**src/rtl/rs_pkg.sv**
```systemverilog
// rs_pkg: field, code and generator constants plus FSM states for the RS(204,188) encoder.
//   GF_POLY  primitive polynomial x^8+x^4+x^3+x^2+1
//   N, K     codeword and message length in bytes; NPAR parity bytes
//   G[j]     coefficient of x^j in g(x) = prod_{i=0..15}(x + alpha^i); the x^16 term is implicit
package rs_pkg;
    localparam logic [8:0] GF_POLY = 9'h11D;
    localparam int N    = 204;
    localparam int K    = 188;
    localparam int NPAR = 16;
    localparam logic [7:0] G [NPAR] = '{
        8'h3B, 8'h24, 8'h32, 8'h62, 8'hE5, 8'h29, 8'h41, 8'hA3,
        8'h08, 8'h1E, 8'hD1, 8'h44, 8'hBD, 8'h68, 8'h0D, 8'h3B
    };
    typedef enum logic {DATA, PARITY} state_t;
endpackage

```
**src/rtl/rs_gf_mul_const.sv**
```systemverilog
// rs_gf_mul_const: combinational GF(2^8) multiply by a constant, reduced by GF_POLY.
//   C    param 8  constant factor (tuple form)
//   a_i  in    8  multiplicand (tuple form)
//   p_o  out   8  a_i * C
module rs_gf_mul_const
    import rs_pkg::*;
#(
    parameter logic [7:0] C = 8'h01
) (
    input  logic [7:0] a_i,
    output logic [7:0] p_o
);
    logic [7:0] acc;
    logic [7:0] sh;
    // sh walks a_i * x^b (reduced each step); acc sums the terms selected by the bits of C
    always_comb begin
        acc = '0;
        sh  = a_i;
        for (int b = 0; b < 8; b++) begin
            acc = C[b] ? acc ^ sh : acc;
            sh  = {sh[6:0], 1'b0} ^ (sh[7] ? GF_POLY[7:0] : 8'h00);
        end
        p_o = acc;
    end
endmodule

```
**src/rtl/rs_encoder_204_188.sv**
```systemverilog
// rs_encoder_204_188: streaming systematic RS(204,188,t=8) encoder, 188 message bytes then 16 parity bytes.
//   Clk        in   1  clock, rising edge
//   Reset      in   1  asynchronous active-low reset
//   in_valid   in   1  in_data valid
//   in_data    in   8  message byte
//   in_ready   out  1  byte accepted when in_valid && in_ready
//   out_valid  out  1  out_data holds a codeword byte
//   out_data   out  8  codeword byte (message first, then parity highest coefficient first)
//   out_sop    out  1  codeword byte 0
//   out_eop    out  1  codeword byte 203
//   out_ready  in   1  downstream takes out_data when out_valid && out_ready
module rs_encoder_204_188
    import rs_pkg::*;
(
    input  logic       Clk,
    input  logic       Reset,
    input  logic       in_valid,
    input  logic [7:0] in_data,
    output logic       in_ready,
    output logic       out_valid,
    output logic [7:0] out_data,
    output logic       out_sop,
    output logic       out_eop,
    input  logic       out_ready
);
    state_t               state_q;
    logic [7:0]           cnt_q;
    logic [NPAR-1:0][7:0] p_q;
    logic [NPAR-1:0][7:0] p_d;
    logic [NPAR-1:0][7:0] fbg;
    logic [7:0]           fb;
    logic                 slot_free;
    logic                 accept;
    logic                 emit;
    logic                 last_msg;
    logic                 last_par;

    assign slot_free = !out_valid || out_ready;
    assign in_ready  = (state_q == DATA) && slot_free;
    assign accept    = in_valid && in_ready;
    assign emit      = (state_q == PARITY) && slot_free;
    assign last_msg  = cnt_q == 8'(K - 1);
    assign last_par  = cnt_q == 8'(N - K - 1);
    assign fb        = in_data ^ p_q[NPAR-1];

    for (genvar j = 0; j < NPAR; j++) begin : g_mul
        rs_gf_mul_const #(.C(G[j])) u_mul (.a_i(fb), .p_o(fbg[j]));
    end

    // message byte: one division step by g(x); parity slot: shift toward p[15], zero enters p[0]
    // so the register is clean again when the next packet starts
    assign p_d = accept ? {p_q[NPAR-2:0], 8'h00} ^ fbg
               : emit   ? {p_q[NPAR-2:0], 8'h00}
               : p_q;

    always_ff @(posedge Clk or negedge Reset) begin
        if (!Reset) begin
            state_q   <= DATA;
            cnt_q     <= '0;
            p_q       <= '0;
            out_valid <= 1'b0;
            out_data  <= 8'h00;
            out_sop   <= 1'b0;
            out_eop   <= 1'b0;
        end else begin
            p_q <= p_d;
            if (accept) begin
                out_valid <= 1'b1;
                out_data  <= in_data;
                out_sop   <= cnt_q == '0;
                out_eop   <= 1'b0;
                cnt_q     <= last_msg ? '0 : cnt_q + 8'd1;
                state_q   <= last_msg ? PARITY : DATA;
            end else if (emit) begin
                out_valid <= 1'b1;
                out_data  <= p_q[NPAR-1];
                out_sop   <= 1'b0;
                out_eop   <= last_par;
                cnt_q     <= last_par ? '0 : cnt_q + 8'd1;
                state_q   <= last_par ? DATA : PARITY;
            end else if (out_ready) begin
                out_valid <= 1'b0;
            end
        end
    end
endmodule

```
**config.mk**
```make
export PLATFORM = sky130hd
export DESIGN_NAME = rs_encoder_204_188
export DESIGN_NICKNAME = d
export VERILOG_FILES = /design/src/rtl/rs_pkg.sv /design/src/rtl/rs_gf_mul_const.sv /design/src/rtl/rs_encoder_204_188.sv
export SDC_FILE = /design/constraint.sdc
export NUM_CORES = 1
export LEC_CHECK = 0
export CAP_MARGIN = 25
export CORE_UTILIZATION = 30
export CTS_CLUSTER_DIAMETER = 80
export DETAILED_ROUTE_END_ITERATION = 16
export GPL_ROUTABILITY_DRIVEN = 0
export PLACE_DENSITY_LB_ADDON = 0.05
export SYNTH_ARGS = -nofsm -noshare
export SYNTH_HDL_FRONTEND = slang
export SYNTH_SLANG_ARGS = --single-unit
```
**constraint.sdc**
```tcl
create_clock -name Clk -period 2.62 [get_ports Clk]
set_input_delay 0.524 -clock Clk [delete_from_list [all_inputs] [get_ports Clk]]
set_output_delay 0.524 -clock Clk [all_outputs]
set_load 0.05 [all_outputs]
```
==> After elaboration in Yosys (flattened, before gate mapping) <==
Cells that the tools add are included.
{ "totals": {"reg_bits": 148, "latch_bits": 0, "ramBits": 0, "rom_bits": 0, "in_bits": 12, "wordCells": 100, "n_memories": 0} }
{ "op_classes": {"n_addsub": 1, "multipliers": 0, "div_mod_pow": 0, "order_cmp": 0, "eq_ne": 2, "shift": 0, "muxes": 26, "n_bitwise": 41, "reduce_logical": 8} }
{ "op_table": {"columns": ["op", "n"], "rows": [
  ["$xor 8x8->8", 39],
  ["$mux 128", 2],
  ["$xor 128x128->128", 1],
  ["$mux 8", 6],
  ["$mux 5", 7],
  ["$mux 1", 11],
  ["$add 8x1->8 const B", 1],
  ["$eq 8x4->1 const B", 1],
  ["$eq 8x8->1 const B", 1],
  ["$logic_not 8->1", 1],
  ["$logic_and 1x1->1", 3],
  ["$reduce_bool 3->1", 1],
  ["$reduce_bool 2->1", 1],
  ["$logic_not 1->1", 1],
  ["$logic_or 1x1->1", 1],
  ["$not 1->1", 1]
]} }

==> Logic depth before layout (Yosys ltp) <==
Gate-level depths: netlist of the first run.
{ "depth": {"depth_word": 18, "ltp_mapped": 8} }

==> Cells and area by module <==
From an unflattened synthesis of the first run, not the netlist that was laid out.
{ "hier_totals": {"hier_cells": 1033, "hier_area_um2": 10321.1} }
{ "by_module_without_submodules": {"columns": ["mod", "n_inst", "cells_each", "area_per_inst_um2"], "rows": [
  ["rs_encoder_204_188", 1, 799, 7429.6],
  ["rs_gf_mul_const at g_mul[0].u_mul ...", 2, 15, 180.2],
  ["rs_gf_mul_const at g_mul[4].u_mul", 1, 14, 276.5],
  ["rs_gf_mul_const at g_mul[10].u_mul", 1, 17, 261.5],
  ["rs_gf_mul_const at g_mul[9].u_mul", 1, 16, 226.5],
  ["rs_gf_mul_const at g_mul[12].u_mul", 1, 16, 222.7],
  ["rs_gf_mul_const at g_mul[7].u_mul", 1, 14, 210.2],
  ["rs_gf_mul_const at g_mul[1].u_mul", 1, 14, 186.4],
  ["rs_gf_mul_const at g_mul[13].u_mul", 1, 17, 185.2],
  ["rs_gf_mul_const at g_mul[14].u_mul", 1, 16, 175.2],
  ["rs_gf_mul_const at g_mul[3].u_mul", 1, 15, 170.2],
  ["rs_gf_mul_const at g_mul[11].u_mul", 1, 14, 138.9],
  ["rs_gf_mul_const at g_mul[5].u_mul", 1, 15, 138.9],
  ["rs_gf_mul_const at g_mul[2].u_mul", 1, 12, 132.6],
  ["+2 rows", null, null, null]
]} }

==> Worst setup path after synthesis of the first run <==
No wires, ideal clock.
{ "synth_timing": {"kind": "input -> register", "start": "input port in_data[5]", "end": "register p_q[76] (netlist bit)", "setup_ns": 0.082, "t_arrival_ns": 2.305, "setup_slack_ns": 0.233, "path_stages": 6, "path_buffers": 0, "path_cell_list": "xnor2_2 -> xnor2_2 -> xnor3_2 -> xor2_1 -> or3_1 -> a31oi_1"} }
{ "synth_via": {"elab_chain_len": 9, "elab_cells_between_ends": 10, "cone_classes": "mux (2); bitwise (8)"} }
{ "synth_rtl": {"columns": ["element", "line_no", "rtl"], "rows": [
  ["from (decl)", "rs_encoder_204_188.sv:18", "input logic [7:0] in_data,"],
  ["$xor 8x8->8 *", "rs_encoder_204_188.sv:44", "assign fb = in_data ^ p_q[NPAR-1];"],
  ["$xor 8x8->8 * (2 in series)", "rs_gf_mul_const.sv:21", "sh = {sh[6:0], 1'b0} ^ (sh[7] ? GF_POLY[7:0] : 8'h00);"],
  ["$mux 5 *", "rs_gf_mul_const.sv:21", null],
  ["$xor 8x8->8 *", "rs_gf_mul_const.sv:21", null],
  ["$xor 8x8->8, on equally long branches", "rs_gf_mul_const.sv:20, rs_gf_mul_const.sv:21", null],
  ["$xor 8x8->8 *", "rs_gf_mul_const.sv:20", "acc = C[b] ? acc ^ sh : acc;"],
  ["$xor 128x128->128 *", "rs_encoder_204_188.sv:52", "assign p_d = accept ? {p_q[NPAR-2:0], 8'h00} ^ fbg"],
  ["$mux 128 *", "rs_encoder_204_188.sv:52", null],
  ["to (signal assigned)", "rs_encoder_204_188.sv:66", "p_q <= p_d;"],
  ["to (decl)", "rs_encoder_204_188.sv:28", "logic [NPAR-1:0][7:0] p_q;"]
]} }
Mark *: on every way between the ends. The rest lies on a longest branch, timed or not.
A chain may end at the register's enable or synchronous reset.

==> Worst setup path in the final report of the first run <==
{ "layout_timing": {"start": "input port in_data[5]", "end": "register p_q[36] (netlist bit)"} }
{ "layout_via": {"elab_chain_len": 13, "elab_cells_between_ends": 15, "cone_classes": "mux (3); bitwise (12)"} }
{ "layout_rtl": {"columns": ["element", "line_no"], "rows": [
  ["$xor 8x8->8 *", "rs_encoder_204_188.sv:44"],
  ["$xor 8x8->8 * (2 in series)", "rs_gf_mul_const.sv:21"],
  ["$mux 5 *", "rs_gf_mul_const.sv:21"],
  ["$xor 8x8->8 * (3 in series)", "rs_gf_mul_const.sv:21"],
  ["$xor 8x8->8", "rs_gf_mul_const.sv:21"],
  ["$mux 5", "rs_gf_mul_const.sv:21"],
  ["$xor 8x8->8", null],
  ["$xor 8x8->8 *", "rs_gf_mul_const.sv:20"],
  ["$xor 128x128->128 *", "rs_encoder_204_188.sv:52"],
  ["$mux 128 *", "rs_encoder_204_188.sv:52"]
]} }
Marks and branches as above.

==> results of run 1 <==
-- stage by stage --
step	TNS (ps)	area, µm²	std cells	hold WS (ps)	util [%]
after floorplan	0	8600	886	228	-
after global placement	-27280	10100	1346	470	36.1
after detailed placement	-27460	10100	1346	482	36.1
after CTS	0	10700	1381	87.4	38.3
after global routing	0	10800	1381	114	38.5
final	0	10800	1381	77.6	38.5
-- cells in the mapped netlist, drive strengths merged, types with 3 or more instances --
master and instances:
a211o 5, a21oi 6, a31oi 13, and3 4
buf 10, clkbuf 42, dfrtp 148, inv 3
nand2 178, nand2b 5, nand3 11, nor2 79
nor3 3, nor3b 4, o211ai 5, o21ai 117
or3 6, xnor2 129, xnor3 31, xor2 72
-- repair_timing --
item,CTS,global route
pin swaps,1,0
gates resized for setup,1,6
setup buffers,3,0
endpoints found under the setup margin,2,10
hold buffers,0,0
gates cloned,0,0
-- final cells by class --
cell class	instances	area [µm²]	area share, %
inverter	3	11.3	0.105
clock inverter	14	140	1.30
clock buffer	18	439	4.08
sequential	148	3700	34.4
multi-input combinational	683	4770	44.3
tap	378	473	4.39
timing repair buffer	137	1240	11.5
-- flip-flops by register name, summed over array words and instances (netlist names) --
signal	cells
out_data	8
out_valid	1
out_eop	1
out_sop	1
p_q	128
cnt_q	8
state_q	1
-- final timing paths --
check	startpoint	endpoint	cells past startpoint
worst max-delay path	in_data[5]	p_q[36]	10
worst min-delay path	Reset	cnt_q[5]	1
worst max register to register	p_q[125]	p_q[36]	9
worst min register to register	out_sop	out_sop	2
max in group asynchronous	Reset	p_q[61]	2
min in group Clk	out_sop	out_sop	2
-- cell families after synthesis --
family,after synthesis,synth area share (%)
DFF,148,43.0
muxes,2,0.247
xor gates and xnor gates,233,30.5
AOI/OAI and AO/OA,151,9.57
adders and majority gates,2,0.291
buffers and inverters,55,2.50
and+or+nand+nor,295,13.9
-- layer usage --
metal / global-route usage (%) / wire [µm] / up-vias
li1: - / - / 3108
met1: 25.2 / 12300 / 3022
met2: 30.0 / 11800 / 55
met3: 2.90 / 474 / 12
met4: 3.65 / 160 / 0
met5: 0 / 0 / -
-- worst max-delay path, cell delays in order --
cell	delay (ps)
clkdlybuf4s50_1	520
xnor2_2	180
buf_4	160
buf_12	130
buf_4	150
xnor2_4	170
xnor2_1	370
xnor2_1	180
o211a_1	230
a211o_1	220
==> impl_metrics.toml, run 1 <==
[sta]
relSlewSlack_pct = 58.7
fmax_ghz = 0.396
setup_viol = 0
final_hold_viol_count = 0
period_share_pct = 96.5
clock_skew_ps = 17.3
slew_viol_final = 0
tightest_slew_ps = 620
grt_setup_unrepaired = "no"
fin_ws_ps = 92.5
period_minus_slack_ps = 2530

[layout]
fill_cells = 2842
final_common_cell = "nand2_1"
diodes = 0
syn2layout_area_growth_pct = 25.2
drive_above_1_share_pct = 17.1
final_nets = 1004
final_cell_mix = "nand2_1 (178), dfrtp_1 (148), xnor2_1 (116), o21ai_0 (114), buf_4 (103)"

[global_routing]
grt_antenna_before_repair = 0
grt_usage_pct = 18.2
grt_pass1_wl_um = 39100
grt_pass1_vias = 6295
overflow = 0
grt_max_degree = 75

[floorplan]
design.core.area_um2 = 28000
fp.dieH_um = 171
dieWidth_um = 171
start_util_pct = 30.7
ioPinCount = 24
die_area_um2 = 29400
num_rows = 61

[run]
maxCapViolCount = 0

[logic_synthesis]
postSynth.asyncResetShare_pct = 100
synth.area.top_cells = "dfrtp_1 (43%), xnor2_1 (12%), nand2_1 (7.8%), xnor3_1 (7.6%), xor2_1 (7.0%)"
synth_area_um2 = 8600
syn-num-nets = 900
ys_types = 40
syn_inst = 886
yosysWarningCount = 0
synth_edf_count = 0
synth_top_area_share_pct = 43.0
ys.flop_type = "dfrtp_1"
syn_area_per_cell_um2 = 9.71
synth_top_cell_by_area = "dfrtp_1"
yosysSeqAreaShare_pct = 43.0
synth.ff_latch_count = 148

[worst_hold_path]
min_path_type = "primary input to asynchronous set/reset pin"

[detailed_routing]
drt_wl_total_um = 24700
dr.pass1.iters = 4
drt_iter0_markers = 287
routedWlPerCell_um = 17.9
vias_per_cell = 4.49
drcViolationCount = 0
vias = 6197
ant_nets = 0

[clocking]
insertion_delay_ps = 440
clkTransAtPathRegs_ps = 80
cts_tree = "built"
clockBufferDepth = 2
h-tree-depth = 4
cts_buffers = 17
clock_sinks = 148
cts-root-buf = "clkbuf_16"

[placement]
place_ws_ps = -463
hpwl_um = 17500
numPortBuffers = 23

[worst_setup_path]
arrival_ps = 2840
cp.required_ps = 2930
start_kind = "primary input"
end_kind = "flop"
crit_type = "primary input to flop"
cp_max_fo = 4
r2r_slack_ps = 270

[status]
status = "completed"
Power of run 1 is not shown: default switching activity piles up to over one toggle a cycle in this logic, so the estimate is an artifact.
==> run 2: changes to the inputs <==
--- a/config.mk
+++ b/config.mk
@@ -5,7 +5,6 @@
 export SDC_FILE = /design/constraint.sdc
 export NUM_CORES = 1
 export LEC_CHECK = 0
-export CAP_MARGIN = 25
 export CORE_UTILIZATION = 30
 export CTS_CLUSTER_DIAMETER = 80
 export DETAILED_ROUTE_END_ITERATION = 16
==> results of run 2 <==
No change in the layout: final DEF, timing and power equal those of run 1.
Power of run 2 is left out for the same reason.
